File: src/rtl/mips_multicycle_ctrl_if.sv
// rtl/mips_multicycle_ctrl_if.sv - control-unit <-> datapath signal bundle
interface mips_multicycle_ctrl_if #(
    parameter int STATE_W = 4
);
    logic [5:0]         op;
    logic [5:0]         funct;
    logic               zero;
    logic               pcen;
    logic               memwrite;
    logic               irwrite;
    logic               regwrite;
    logic               iord;
    logic               alusrca;
    logic [1:0]         alusrcb;
    logic [1:0]         pcsrc;
    logic               memtoreg;
    logic               regdst;
    logic [2:0]         alucontrol;
    logic               illegal_op;
    logic [STATE_W-1:0] state_o;

    modport master (
        input  op, funct, zero,
        output pcen, memwrite, irwrite, regwrite, iord, alusrca, alusrcb,
               pcsrc, memtoreg, regdst, alucontrol, illegal_op, state_o
    );

    modport slave (
        output op, funct, zero,
        input  pcen, memwrite, irwrite, regwrite, iord, alusrca, alusrcb,
               pcsrc, memtoreg, regdst, alucontrol, illegal_op, state_o
    );
endinterface

File: src/rtl/mips_multicycle_ctrl.sv
// rtl/mips_multicycle_ctrl.sv - multi-cycle MIPS control unit (main FSM, ALU decoder, PC enable)
module mips_multicycle_ctrl #(
    parameter int         STATE_W  = 4,
    parameter logic [5:0] OP_RTYPE = 6'b000000,
    parameter logic [5:0] OP_LW    = 6'b100011,
    parameter logic [5:0] OP_SW    = 6'b101011,
    parameter logic [5:0] OP_BEQ   = 6'b000100,
    parameter logic [5:0] OP_ADDI  = 6'b001000,
    parameter logic [5:0] OP_J     = 6'b000010
) (
    input  logic                          clk,
    input  logic                          reset,
    mips_multicycle_ctrl_if.master        bus
);

    typedef enum logic [3:0] {
        FETCH  = 4'd0,
        DECODE = 4'd1,
        MEMADR = 4'd2,
        MEMRD  = 4'd3,
        MEMWB  = 4'd4,
        MEMWR  = 4'd5,
        EXEC   = 4'd6,
        ALUWB  = 4'd7,
        BRANCH = 4'd8,
        ADDIEX = 4'd9,
        ADDIWB = 4'd10,
        JUMP   = 4'd11
    } state_t;

    state_t     state;
    state_t     state_nxt;

    logic       pcwrite;
    logic       branch;
    logic [1:0] aluop;
    logic       irwrite_raw;
    logic       regwrite_raw;
    logic       memwrite_raw;

    always_ff @(posedge clk or negedge reset) begin
        if (!reset) begin
            state <= FETCH;
        end else begin
            state <= state_nxt;
        end
    end

    always_comb begin
        state_nxt      = FETCH;
        pcwrite        = 1'b0;
        branch         = 1'b0;
        aluop          = 2'b00;
        irwrite_raw    = 1'b0;
        regwrite_raw   = 1'b0;
        memwrite_raw   = 1'b0;
        bus.iord       = 1'b0;
        bus.alusrca    = 1'b0;
        bus.alusrcb    = 2'b00;
        bus.pcsrc      = 2'b00;
        bus.memtoreg   = 1'b0;
        bus.regdst     = 1'b0;
        bus.illegal_op = 1'b0;

        case (state)
            FETCH: begin
                bus.alusrcb = 2'b01;
                irwrite_raw = 1'b1;
                pcwrite     = 1'b1;
                state_nxt   = DECODE;
            end
            DECODE: begin
                bus.alusrcb = 2'b11;
                case (bus.op)
                    OP_LW, OP_SW: state_nxt = MEMADR;
                    OP_RTYPE:     state_nxt = EXEC;
                    OP_BEQ:       state_nxt = BRANCH;
                    OP_ADDI:      state_nxt = ADDIEX;
                    OP_J:         state_nxt = JUMP;
                    default: begin
                        // Unsupported opcodes retire as a nop straight back to FETCH.
                        state_nxt      = FETCH;
                        bus.illegal_op = 1'b1;
                    end
                endcase
            end
            MEMADR: begin
                bus.alusrca = 1'b1;
                bus.alusrcb = 2'b10;
                state_nxt   = (bus.op == OP_LW) ? MEMRD : MEMWR;
            end
            MEMRD: begin
                bus.iord  = 1'b1;
                state_nxt = MEMWB;
            end
            MEMWB: begin
                bus.memtoreg = 1'b1;
                regwrite_raw = 1'b1;
            end
            MEMWR: begin
                bus.iord     = 1'b1;
                memwrite_raw = 1'b1;
            end
            EXEC: begin
                bus.alusrca = 1'b1;
                aluop       = 2'b10;
                state_nxt   = ALUWB;
            end
            ALUWB: begin
                bus.regdst   = 1'b1;
                regwrite_raw = 1'b1;
            end
            BRANCH: begin
                bus.alusrca = 1'b1;
                aluop       = 2'b01;
                bus.pcsrc   = 2'b01;
                branch      = 1'b1;
            end
            ADDIEX: begin
                bus.alusrca = 1'b1;
                bus.alusrcb = 2'b10;
                state_nxt   = ADDIWB;
            end
            ADDIWB: begin
                regwrite_raw = 1'b1;
            end
            JUMP: begin
                bus.pcsrc = 2'b10;
                pcwrite   = 1'b1;
            end
            default: begin
                state_nxt = FETCH;
            end
        endcase
    end

    always_comb begin
        bus.alucontrol = 3'b010;
        case (aluop)
            2'b00: bus.alucontrol = 3'b010;
            2'b01: bus.alucontrol = 3'b110;
            2'b10: begin
                case (bus.funct)
                    6'b100000: bus.alucontrol = 3'b010;
                    6'b100010: bus.alucontrol = 3'b110;
                    6'b100100: bus.alucontrol = 3'b000;
                    6'b100101: bus.alucontrol = 3'b001;
                    6'b101010: bus.alucontrol = 3'b111;
                    default:   bus.alucontrol = 3'b010;
                endcase
            end
            default: bus.alucontrol = 3'b010;
        endcase
    end

    // Reset parks the FSM in FETCH, whose write enables must still stay quiet while reset is held.
    assign bus.pcen     = reset & (pcwrite | (branch & bus.zero));
    assign bus.irwrite  = reset & irwrite_raw;
    assign bus.regwrite = reset & regwrite_raw;
    assign bus.memwrite = reset & memwrite_raw;
    assign bus.state_o  = STATE_W'(state);

endmodule

File: src/flat_wrapper.sv
// flat-port wrapper written by rule: the top's interface ports become plain ports
module mips_multicycle_ctrl_flat 
#(
    parameter int         STATE_W  = 4,
    parameter logic [5:0] OP_RTYPE = 6'b000000,
    parameter logic [5:0] OP_LW    = 6'b100011,
    parameter logic [5:0] OP_SW    = 6'b101011,
    parameter logic [5:0] OP_BEQ   = 6'b000100,
    parameter logic [5:0] OP_ADDI  = 6'b001000,
    parameter logic [5:0] OP_J     = 6'b000010
)
  (clk, reset, bus_op, bus_funct, bus_zero, bus_pcen, bus_memwrite, bus_irwrite, bus_regwrite, bus_iord, bus_alusrca, bus_alusrcb, bus_pcsrc, bus_memtoreg, bus_regdst, bus_alucontrol, bus_illegal_op, bus_state_o);
  mips_multicycle_ctrl_if #(.STATE_W(STATE_W)) bus_i ();
  input  logic clk;
  input  logic reset;
  input wire logic [$bits(bus_i.op)-1:0] bus_op;
  input wire logic [$bits(bus_i.funct)-1:0] bus_funct;
  input wire logic [$bits(bus_i.zero)-1:0] bus_zero;
  output wire logic [$bits(bus_i.pcen)-1:0] bus_pcen;
  output wire logic [$bits(bus_i.memwrite)-1:0] bus_memwrite;
  output wire logic [$bits(bus_i.irwrite)-1:0] bus_irwrite;
  output wire logic [$bits(bus_i.regwrite)-1:0] bus_regwrite;
  output wire logic [$bits(bus_i.iord)-1:0] bus_iord;
  output wire logic [$bits(bus_i.alusrca)-1:0] bus_alusrca;
  output wire logic [$bits(bus_i.alusrcb)-1:0] bus_alusrcb;
  output wire logic [$bits(bus_i.pcsrc)-1:0] bus_pcsrc;
  output wire logic [$bits(bus_i.memtoreg)-1:0] bus_memtoreg;
  output wire logic [$bits(bus_i.regdst)-1:0] bus_regdst;
  output wire logic [$bits(bus_i.alucontrol)-1:0] bus_alucontrol;
  output wire logic [$bits(bus_i.illegal_op)-1:0] bus_illegal_op;
  output wire logic [$bits(bus_i.state_o)-1:0] bus_state_o;
  assign bus_i.op = bus_op;
  assign bus_i.funct = bus_funct;
  assign bus_i.zero = bus_zero;
  assign bus_pcen = bus_i.pcen;
  assign bus_memwrite = bus_i.memwrite;
  assign bus_irwrite = bus_i.irwrite;
  assign bus_regwrite = bus_i.regwrite;
  assign bus_iord = bus_i.iord;
  assign bus_alusrca = bus_i.alusrca;
  assign bus_alusrcb = bus_i.alusrcb;
  assign bus_pcsrc = bus_i.pcsrc;
  assign bus_memtoreg = bus_i.memtoreg;
  assign bus_regdst = bus_i.regdst;
  assign bus_alucontrol = bus_i.alucontrol;
  assign bus_illegal_op = bus_i.illegal_op;
  assign bus_state_o = bus_i.state_o;
  mips_multicycle_ctrl #(.STATE_W(STATE_W), .OP_RTYPE(OP_RTYPE), .OP_LW(OP_LW), .OP_SW(OP_SW), .OP_BEQ(OP_BEQ), .OP_ADDI(OP_ADDI), .OP_J(OP_J)) u_core (.clk(clk), .reset(reset), .bus(bus_i));
endmodule
File: config.mk
export PLATFORM = sky130hd
export DESIGN_NAME = mips_multicycle_ctrl_flat
export DESIGN_NICKNAME = d
export VERILOG_FILES = /design/src/rtl/mips_multicycle_ctrl_if.sv /design/src/rtl/mips_multicycle_ctrl.sv /design/src/flat_wrapper.sv
export SDC_FILE = /design/constraint.sdc
export NUM_CORES = 1
export LEC_CHECK = 0
export BUFFER_PORTS_ARGS = -buffer_cell sky130_fd_sc_hd__buf_2
export CORE_UTILIZATION = 40
export CTS_BUF_LIST = sky130_fd_sc_hd__clkbuf_4
export DETAILED_ROUTE_END_ITERATION = 7
export PLACE_DENSITY = 0.71
export SKIP_LAST_GASP = 1
export SLEW_MARGIN = 40
export SYNTH_ARGS = -nofsm -noshare
export SYNTH_HDL_FRONTEND = slang
export SYNTH_SLANG_ARGS = --single-unit
File: constraint.sdc
create_clock -name clk -period 1.9 [get_ports clk]
set_input_delay 0.19 -clock clk [delete_from_list [all_inputs] [get_ports clk]]
set_output_delay 0.19 -clock clk [all_outputs]
set_load 0.1 [all_outputs]
==> metrics.json, run 1 <==
{
  "status": {"value": "aborted with a tool error"},
  "stop_stage": {"value": "4_1_cts"},
  "error_line": {"value": "[ERROR DPL-0033] detailed placement checks failed during check placement."},
  "synth_xor_area_frac": {"value": 0.0459},
  "cts_inserted_buffers": {"value": 3},
  "clockRootBuffer": {"value": "clkbuf_4"},
  "postCtsResizedCells": {"value": 7},
  "yosys.area_share.simple": {"value": 0.417},
  "synth_top_flop_cell": {"value": "dfrtp_1"},
  "postCtsHoldBufs": {"value": 1},
  "row_count": {"value": 13},
  "synth-edff-count": {"value": 0},
  "ys.warnings.count": {"value": 0},
  "post_synth_design_cell_area": {"value": 573, "unit": "µm²"},
  "die_height": {"value": 39.9, "unit": "µm"},
  "hpwl": {"value": 1.56, "unit": "mm"},
  "synth-compound-area-share": {"value": 0.218},
  "cts_h_tree_lvls": {"value": 1},
  "detailedPlace.worstSlack": {"value": 0.00270, "unit": "ns"},
  "asyncSetResetFlopFracSynth": {"value": 1.00},
  "post-cts-setup-buffers": {"value": 5},
  "floorplan.die.width": {"value": 39.9, "unit": "µm"},
  "ys_seq_area_frac": {"value": 0.175},
  "synthesis.instances": {"value": 78},
  "port-buffer-count": {"value": 34},
  "ctsLongestPathBuffers": {"value": 2},
  "yosys-mux-area-fraction": {"value": 0},
  "synthesis.area_per_instance": {"value": 7.35, "unit": "µm²"},
  "place.gp.congestion": {"value": 0.849},
  "synthAdderAreaFrac": {"value": 0.0437},
  "ios": {"value": 35},
  "effective_utilization_at_floorplan": {"value": 0.435},
  "synth_fp_nets": {"value": 95},
  "cts.sinks": {"value": 4},
  "main_combinational_cell_family_by_area_after_synthesis": {"value": "simple AND/OR/NAND/NOR gates"},
  "ys_ff_latch": {"value": 4},
  "number_of_library_cell_types_mapped_by_synthesis": {"value": 39}
}
metrics by stage:
step	utilization	TNS, ns	instance area, µm²	instances
after floorplan	-	-2.59	798	78
after global placement	0.919	0	1210	133
after detailed placement	0.919	0	1210	133
cells in the mapped netlist (2+ instances only):
| cell type | n | share of area |
|---|---|---|
| xor2_1 | 2 | 0.031 |
| and3_1 | 3 | 0.033 |
| ha_1 | 2 | 0.044 |
| nand3_1 | 2 | 0.017 |
| nor3_1 | 5 | 0.044 |
| nor3b_1 | 3 | 0.039 |
| inv_1 | 9 | 0.059 |
| a21oi_1 | 5 | 0.044 |
| clkbuf_1 | 2 | 0.013 |
| nor2b_1 | 3 | 0.033 |
| dfrtp_1 | 4 | 0.17 |
| nor4_1 | 2 | 0.022 |
| nand2_1 | 6 | 0.039 |
| nor2_1 | 5 | 0.033 |
cell families after synthesis:
group	Yosys count
compound gates	18
xor+xnor	3
fa+ha+maj	2
buf+inv	13
flops	4
simple gates	38
==> run 2: changes to the inputs <==
Settings changed: CORE_AREA set to 2 2 63 65, CORE_UTILIZATION 40 to unset, CTS_BUF_LIST sky130_fd_sc_hd__clkbuf_4 to unset, DIE_AREA set to 0 0 65 67, PLACE_DENSITY 0.71 to unset, PLACE_DENSITY_LB_ADDON set to 0.15.
==> run 2 against run 1 <==
Effect of this change: the flow now finishes, with violations (setup timing); synthesized cell count unchanged; area after synthesis stayed put.
==> metrics.json, run 2 <==
{
  "status": {"value": "finished, violations left"},
  "failed_checks": {"value": "setup timing"},
  "gr-total-overflow": {"value": 0},
  "die_height": {"value": 67, "unit": "µm"},
  "timing.rr.start": {"value": "u_core.bus.state_o[1]"},
  "clockRootBuffer": {"value": "clkbuf_8"},
  "synth_fp_nets": {"value": 95},
  "synth_top_cells_by_area": {"value": "dfrtp_1 (17%), inv_1 (5.9%), a21oi_1 (4.4%)"},
  "utilization": {"value": 0.383},
  "cellLeakagePower": {"value": 0.000562, "unit": "µW"},
  "layout.cells.most_common": {"value": "buf_2"},
  "cts_h_tree_lvls": {"value": 1},
  "number_of_cells_after_detailed_placement": {"value": 167},
  "hpwl": {"value": 1.78, "unit": "mm"},
  "sum_of_routed_wire_segments_on_met1": {"value": 922, "unit": "µm"},
  "route.vias.total": {"value": 765},
  "ys_seq_area_frac": {"value": 0.175},
  "post-route-worst-setup-slack": {"value": -0.126, "unit": "ns"},
  "drt_drc_violations_left": {"value": 0},
  "setup.worst_path.class": {"value": "flop to output port"},
  "cts.reportedPaths.clkPinSlew": {"value": 0.04, "unit": "ns"},
  "route.met3.wl": {"value": 90, "unit": "µm"},
  "setup_viol_count_final": {"value": 4},
  "synthesis.instances": {"value": 78},
  "finalNetCount": {"value": 145},
  "number_of_library_cell_types_mapped_by_synthesis": {"value": 39},
  "main_combinational_cell_family_by_area_after_synthesis": {"value": "simple AND/OR/NAND/NOR gates"},
  "grt_start_max_net_pins": {"value": 13},
  "max_clock_freq": {"value": 494, "unit": "MHz"},
  "final_period_minus_worst_setup_slack": {"value": 2.03, "unit": "ns"},
  "synthAdderAreaFrac": {"value": 0.0437},
  "final_cell_area": {"value": 0.00138, "unit": "mm²"},
  "ys_ff_latch": {"value": 4},
  "worst_setup_path_start_kind": {"value": "flop"},
  "first_global_vias": {"value": 757},
  "synth-compound-area-share": {"value": 0.218},
  "yosys.area_share.simple": {"value": 0.417},
  "core_footprint": {"value": 0.00361, "unit": "mm²"},
  "ios": {"value": 35},
  "effective_utilization_at_floorplan": {"value": 0.159},
  "synth_top_area_frac": {"value": 0.175},
  "hp-class": {"value": "input pin to flop"},
  "tritoncts": {"value": "done"},
  "met2WireLength": {"value": 1.08, "unit": "mm"},
  "tightest_slew": {"value": 0.497, "unit": "ns"},
  "first_pass_iters": {"value": 2},
  "routed.top_layer": {"value": "met4"},
  "cts_inserted_buffers": {"value": 3},
  "layout.cells.non_filler": {"value": 174},
  "critPathArrivalTime": {"value": 1.84, "unit": "ns"},
  "ant_nets": {"value": 0},
  "yosys-mux-area-fraction": {"value": 0},
  "timing.rr.end": {"value": "u_core.bus.state_o[2]"},
  "port-buffer-count": {"value": 34},
  "vdd.ir_drop.worst": {"value": 0.783, "unit": "mV"},
  "drive_gt1_frac": {"value": 0.690},
  "num-fill-cells": {"value": 366},
  "max-slew-margin-rel": {"value": 0.671},
  "final.hold.worst_slack": {"value": 0.265, "unit": "ns"},
  "insertion_delay": {"value": 0.22, "unit": "ns"},
  "yosys.cell_count.top_type": {"value": "inv_1"},
  "hold-path-cell-count": {"value": 2},
  "placed_cell_area": {"value": 0.00126, "unit": "mm²"},
  "ctsLongestPathBuffers": {"value": 2},
  "synth_top_cell_by_area": {"value": "dfrtp_1"},
  "maxCapViolations": {"value": 0},
  "die-area": {"value": 0.00436, "unit": "mm²"},
  "ys.warnings.count": {"value": 0},
  "drt-initial-drc-count": {"value": 8},
  "fin_worst_skew": {"value": 0.00157, "unit": "ns"},
  "wirelength": {"value": 2.14, "unit": "mm"},
  "largest_reg_flops": {"value": 4},
  "critical_path.endpoint_type": {"value": "output port"},
  "num_antenna_cells": {"value": 0},
  "post_synth_design_cell_area": {"value": 573, "unit": "µm²"},
  "count_of_pins_over_their_slew_limit": {"value": 0},
  "whs_endpoint": {"value": "u_core.bus.state_o[3]"},
  "floorplan.die.width": {"value": 65, "unit": "µm"},
  "min_from": {"value": "bus_op[2]"},
  "power.density": {"value": 1240, "unit": "mW/mm²"},
  "via_per_inst": {"value": 4.40},
  "wire_per_inst": {"value": 12.3, "unit": "µm"},
  "r2r_cells": {"value": 5},
  "row_count": {"value": 22},
  "synthesis.area_per_instance": {"value": 7.35, "unit": "µm²"},
  "synth-edff-count": {"value": 0},
  "grt_first_pass_wirelength": {"value": 3.42, "unit": "mm"},
  "place.gp.congestion": {"value": 0.724},
  "rsz0062_at_grt": {"value": "yes"},
  "rrSetupSlack": {"value": 0.24, "unit": "ns"},
  "mostFrequentLayoutCells": {"value": "buf_2 (19), buf_12 (14), buf_4 (11)"},
  "final.period_utilization": {"value": 1.07},
  "post_synth_most_frequent_cells": {"value": "inv_1 (9), nand2_1 (6), a21oi_1 (5), nor2_1 (5), nor3_1 (5)"},
  "crit_path_max_fanout": {"value": 4},
  "globalRouteTotalUtil": {"value": 0.105},
  "total_power": {"value": 1710, "unit": "µW"},
  "critical_path_data_required_time": {"value": 1.71, "unit": "ns"},
  "report.final.hold_viol_count": {"value": 0},
  "synth_xor_area_frac": {"value": 0.0459},
  "cts.sinks": {"value": 4},
  "synth_top_flop_cell": {"value": "dfrtp_1"},
  "grt_antenna_before_repair": {"value": 0},
  "asyncSetResetFlopFracSynth": {"value": 1.00},
  "area.growth.synth_to_final": {"value": 141, "unit": "%"}
}
==> run 2: cell counts after synthesis <==
No cell type changed its count.
==> run 2: cells by family (layout without fill, tap and decap cells) <==
logic type                 Yosys count  after routing
and+or+nand+nor                     38             38
DFF                                  4              4
AOI/OAI and AO/OA                   18             18
xor gates and xnor gates             3              3
buffers and inverters               13             61
adders and majority gates            2              2
==> run 2: cell type report <==
cell class,count,area [µm²],area share
Inverter,9,46.3,0.0335
Tap cell,48,60.1,0.0435
Timing Repair Buffer,49,513,0.372
Multi-Input combinational cell,61,604,0.438
Sequential cell,4,115,0.0834
Clock buffer,3,41.3,0.0299
==> run 2: power by group <==
part | internal, µW | switching [µW]
Sequential | 117 | 33.5
Clock | 136 | 53.6
Combinational | 466 | 901
==> run 2: worst max path at each step <==
stage,startpoint,end,slack [ns],depth (start not counted)
after global routing,u_core.bus.state_o[1],bus_alucontrol[0],-0.18,6
after global placement,u_core.bus.state_o[2],bus_alucontrol[1],0.02,6
final,u_core.bus.state_o[1],bus_alucontrol[0],-0.13,6
after floorplan,u_core.bus.state_o[0],bus_alucontrol[0],-0.50,5
after detailed placement,u_core.bus.state_o[2],bus_alucontrol[1],0.003,6
after CTS,u_core.bus.state_o[1],bus_alucontrol[0],-0.14,6
==> run 2: metrics by stage <==
stage                     setup TNS [ns]  worst slack (ns)
final                             -0.349            -0.126
after global routing              -0.588            -0.180
after CTS                         -0.474            -0.143
after detailed placement               0           0.00255
after global placement                 0            0.0177
after floorplan                    -2.59            -0.501
==> run 2: worst max-delay path: stages, from the launching register on <==
cell     delay, ns
dfrtp_4       0.44
inv_4         0.05
nor4_4        0.33
ha_4          0.26
buf_6         0.12
nor3_4        0.21
buf_12        0.20
==> run 2: timing repair <==
| action | 4_1_cts | 5_1_grt |
|---|---|---|
| buffers inserted | 3 | 0 |
| hold endpoints to repair | 4 | 0 |
| gates cloned | 0 | 0 |
| endpoints found under the setup margin | 7 | 6 |
| hold buffers | 1 | 0 |
| pin swaps | 6 | 2 |
| resized for setup | 9 | 3 |
==> run 2: routing by layer <==
metal	track usage	vias up
li1	-	387
met1	0.124	355
met2	0.182	19
met3	0.0203	4
met4	0.0479	0
met5	0	-
(Power assumes the default switching activity.)
==> run 3: changes to the inputs <==
Settings changed: CAP_MARGIN set to 25, SKIP_LAST_GASP 1 to unset.
==> run 3 against run 2 <==
Effect of this change: the run still ends with setup timing left; first-iteration DRC count stayed put; clock power barely moved; wire length unchanged; sequential share of layout area down 0.053 points; worst setup slack is the same; final cell count did not move; fmax stayed put; critical path type unchanged; largest cell class unchanged; highest routed layer unchanged.
==> metrics.json, run 3 (synthesis results as in run 2) <==
{
  "status": {"value": "finished, violations left"},
  "failed_checks": {"value": "setup timing"},
  "route.vias.total": {"value": 765},
  "critical_path.startpoint": {"value": "u_core.bus.state_o[1]"},
  "num_antenna_cells": {"value": 0},
  "effective_utilization_at_floorplan": {"value": 0.159},
  "wirelength": {"value": 2.14, "unit": "mm"},
  "layout.cells.most_common": {"value": "buf_2"},
  "final_period_minus_worst_setup_slack": {"value": 2.03, "unit": "ns"},
  "grt_start_max_net_pins": {"value": 13},
  "tritoncts": {"value": "done"},
  "critical_path.endpoint": {"value": "bus_alucontrol[0]"},
  "insertion_delay": {"value": 0.22, "unit": "ns"},
  "first_pass_iters": {"value": 2},
  "setup_viol_count_final": {"value": 4},
  "final_cell_area": {"value": 0.00139, "unit": "mm²"},
  "count_of_pins_over_their_slew_limit": {"value": 0},
  "row_count": {"value": 22},
  "net-switching-power": {"value": 988, "unit": "µW"},
  "cts_h_tree_lvls": {"value": 1},
  "largest_reg_flops": {"value": 4},
  "rrSetupSlack": {"value": 0.24, "unit": "ns"},
  "cellLeakagePower": {"value": 0.000567, "unit": "µW"},
  "ctsLongestPathBuffers": {"value": 2},
  "final.period_utilization": {"value": 1.07},
  "grt_antenna_before_repair": {"value": 0},
  "core_footprint": {"value": 0.00361, "unit": "mm²"},
  "critical_path.endpoint_type": {"value": "output port"},
  "critPathArrivalTime": {"value": 1.84, "unit": "ns"},
  "globalRouteTotalUtil": {"value": 0.105},
  "p_int": {"value": 722, "unit": "µW"},
  "floorplan.die.width": {"value": 65, "unit": "µm"},
  "post-route-worst-setup-slack": {"value": -0.126, "unit": "ns"},
  "crit_path_max_fanout": {"value": 4},
  "ant_nets": {"value": 0},
  "ios": {"value": 35},
  "power_frac_clock": {"value": 0.111},
  "hpwl": {"value": 1.78, "unit": "mm"},
  "maxCapViolations": {"value": 0},
  "cts.sinks": {"value": 4},
  "max-slew-margin-rel": {"value": 0.671},
  "fraction_of_power_consumed_by_sequential_logic": {"value": 0.088},
  "p_sw_frac": {"value": 0.578},
  "grt_first_pass_wirelength": {"value": 3.44, "unit": "mm"},
  "max_clock_freq": {"value": 494, "unit": "MHz"},
  "place.gp.congestion": {"value": 0.724},
  "critical_path_data_required_time": {"value": 1.71, "unit": "ns"},
  "worst_setup_path_start_kind": {"value": "flop"},
  "via_per_inst": {"value": 4.40},
  "number_of_cells_after_detailed_placement": {"value": 167},
  "rsz0062_at_grt": {"value": "yes"},
  "timing.rr.end": {"value": "u_core.bus.state_o[2]"},
  "hp-class": {"value": "input pin to flop"},
  "cts.reportedPaths.clkPinSlew": {"value": 0.04, "unit": "ns"},
  "power.combinational.fraction": {"value": 0.801},
  "placed_cell_area": {"value": 0.00126, "unit": "mm²"},
  "fin_worst_skew": {"value": 0.00157, "unit": "ns"},
  "report.final.hold_viol_count": {"value": 0},
  "mostFrequentLayoutCells": {"value": "buf_2 (19), buf_12 (15), buf_4 (11)"},
  "setup.worst_path.class": {"value": "flop to output port"},
  "area.growth.synth_to_final": {"value": 142, "unit": "%"},
  "power.density": {"value": 1230, "unit": "mW/mm²"},
  "timing.rr.start": {"value": "u_core.bus.state_o[1]"},
  "vdd.ir_drop.worst": {"value": 0.783, "unit": "mV"},
  "timing.setup.tns": {"value": -0.343, "unit": "ns"},
  "r2r_cells": {"value": 5},
  "finalNetCount": {"value": 145},
  "cts_inserted_buffers": {"value": 3},
  "die-area": {"value": 0.00436, "unit": "mm²"},
  "port-buffer-count": {"value": 34},
  "layout.cells.non_filler": {"value": 174},
  "final.hold.worst_slack": {"value": 0.265, "unit": "ns"},
  "gr-total-overflow": {"value": 0},
  "drive_gt1_frac": {"value": 0.690},
  "tightest_slew": {"value": 0.497, "unit": "ns"},
  "die_height": {"value": 67, "unit": "µm"},
  "first_global_vias": {"value": 761},
  "drt-initial-drc-count": {"value": 8},
  "wire_per_inst": {"value": 12.3, "unit": "µm"},
  "drt_drc_violations_left": {"value": 0},
  "clockRootBuffer": {"value": "clkbuf_8"}
}
[run 3: cell count changes in the layout (fill, tap and decap cells not counted)]
cell / delta
buf_12: +1
buf_6: -1
[run 3: repair_timing]
action,4_1_cts,5_1_grt
setup endpoints to repair,7,6
buffers inserted,3,0
pin swaps,6,2
hold buffers,1,0
hold endpoints to repair,4,0
gates resized for setup,11,3
gates cloned,0,0
[run 3: how the worst min path moves through the flow]
| stage | start | to | slack, ns | cells past startpoint |
|---|---|---|---|---|
| after floorplan | reset | u_core.bus.state_o[0] | -0.11 | 0 |
| after global placement | reset | u_core.bus.state_o[3] | 0.03 | 1 |
| after detailed placement | reset | u_core.bus.state_o[3] | 0.03 | 1 |
| after CTS | bus_op[2] | u_core.bus.state_o[3] | 0.26 | 2 |
| after global routing | bus_op[2] | u_core.bus.state_o[3] | 0.27 | 2 |
| final | bus_op[2] | u_core.bus.state_o[3] | 0.26 | 2 |
[run 3: cell type report]
class | instances | area [µm²]
flip-flops and latches | 4 | 115
clock buffers | 3 | 41.3
well taps | 48 | 60.1
repair buffers | 49 | 522
multi-input cells | 61 | 604
inverters | 9 | 46.3
fillers | 365 | 2220
[run 3: layer usage]
metal / vias up / track usage / routed length (µm)
met5: - / 0 / 0
met4: 0 / 0.0479 / 38
met3: 4 / 0.0203 / 90
met2: 19 / 0.182 / 1080
met1: 355 / 0.125 / 922
li1: 387 / - / -
[run 3: through the flow]
| stage | util | power [µW] | worst slack (ns) |
|---|---|---|---|
| floorplan | - | 1100 | -0.501 |
| detailed placement | 0.349 | 1470 | 0.00255 |
| global placement | 0.349 | 1470 | 0.0177 |
| global route | 0.385 | 1780 | -0.180 |
| CTS | 0.382 | 1720 | -0.143 |
| finish | 0.385 | 1710 | -0.126 |
[run 3: power by group through the flow]
stage	Clock [µW]	Combinational [µW]	Sequential, µW
4_1_cts	198	1370	149
5_1_grt	204	1430	154
3_5_place_dp	0	1320	151
3_3_place_gp	0	1320	148
6_report	190	1370	151
2_1_floorplan	0	822	279
[run 3: critical path, stage by stage (launching register included)]
cell and delay (ns):
dfrtp_4 0.44, inv_4 0.05, nor4_4 0.33, ha_4 0.26
buf_6 0.12, nor3_4 0.21, buf_12 0.20
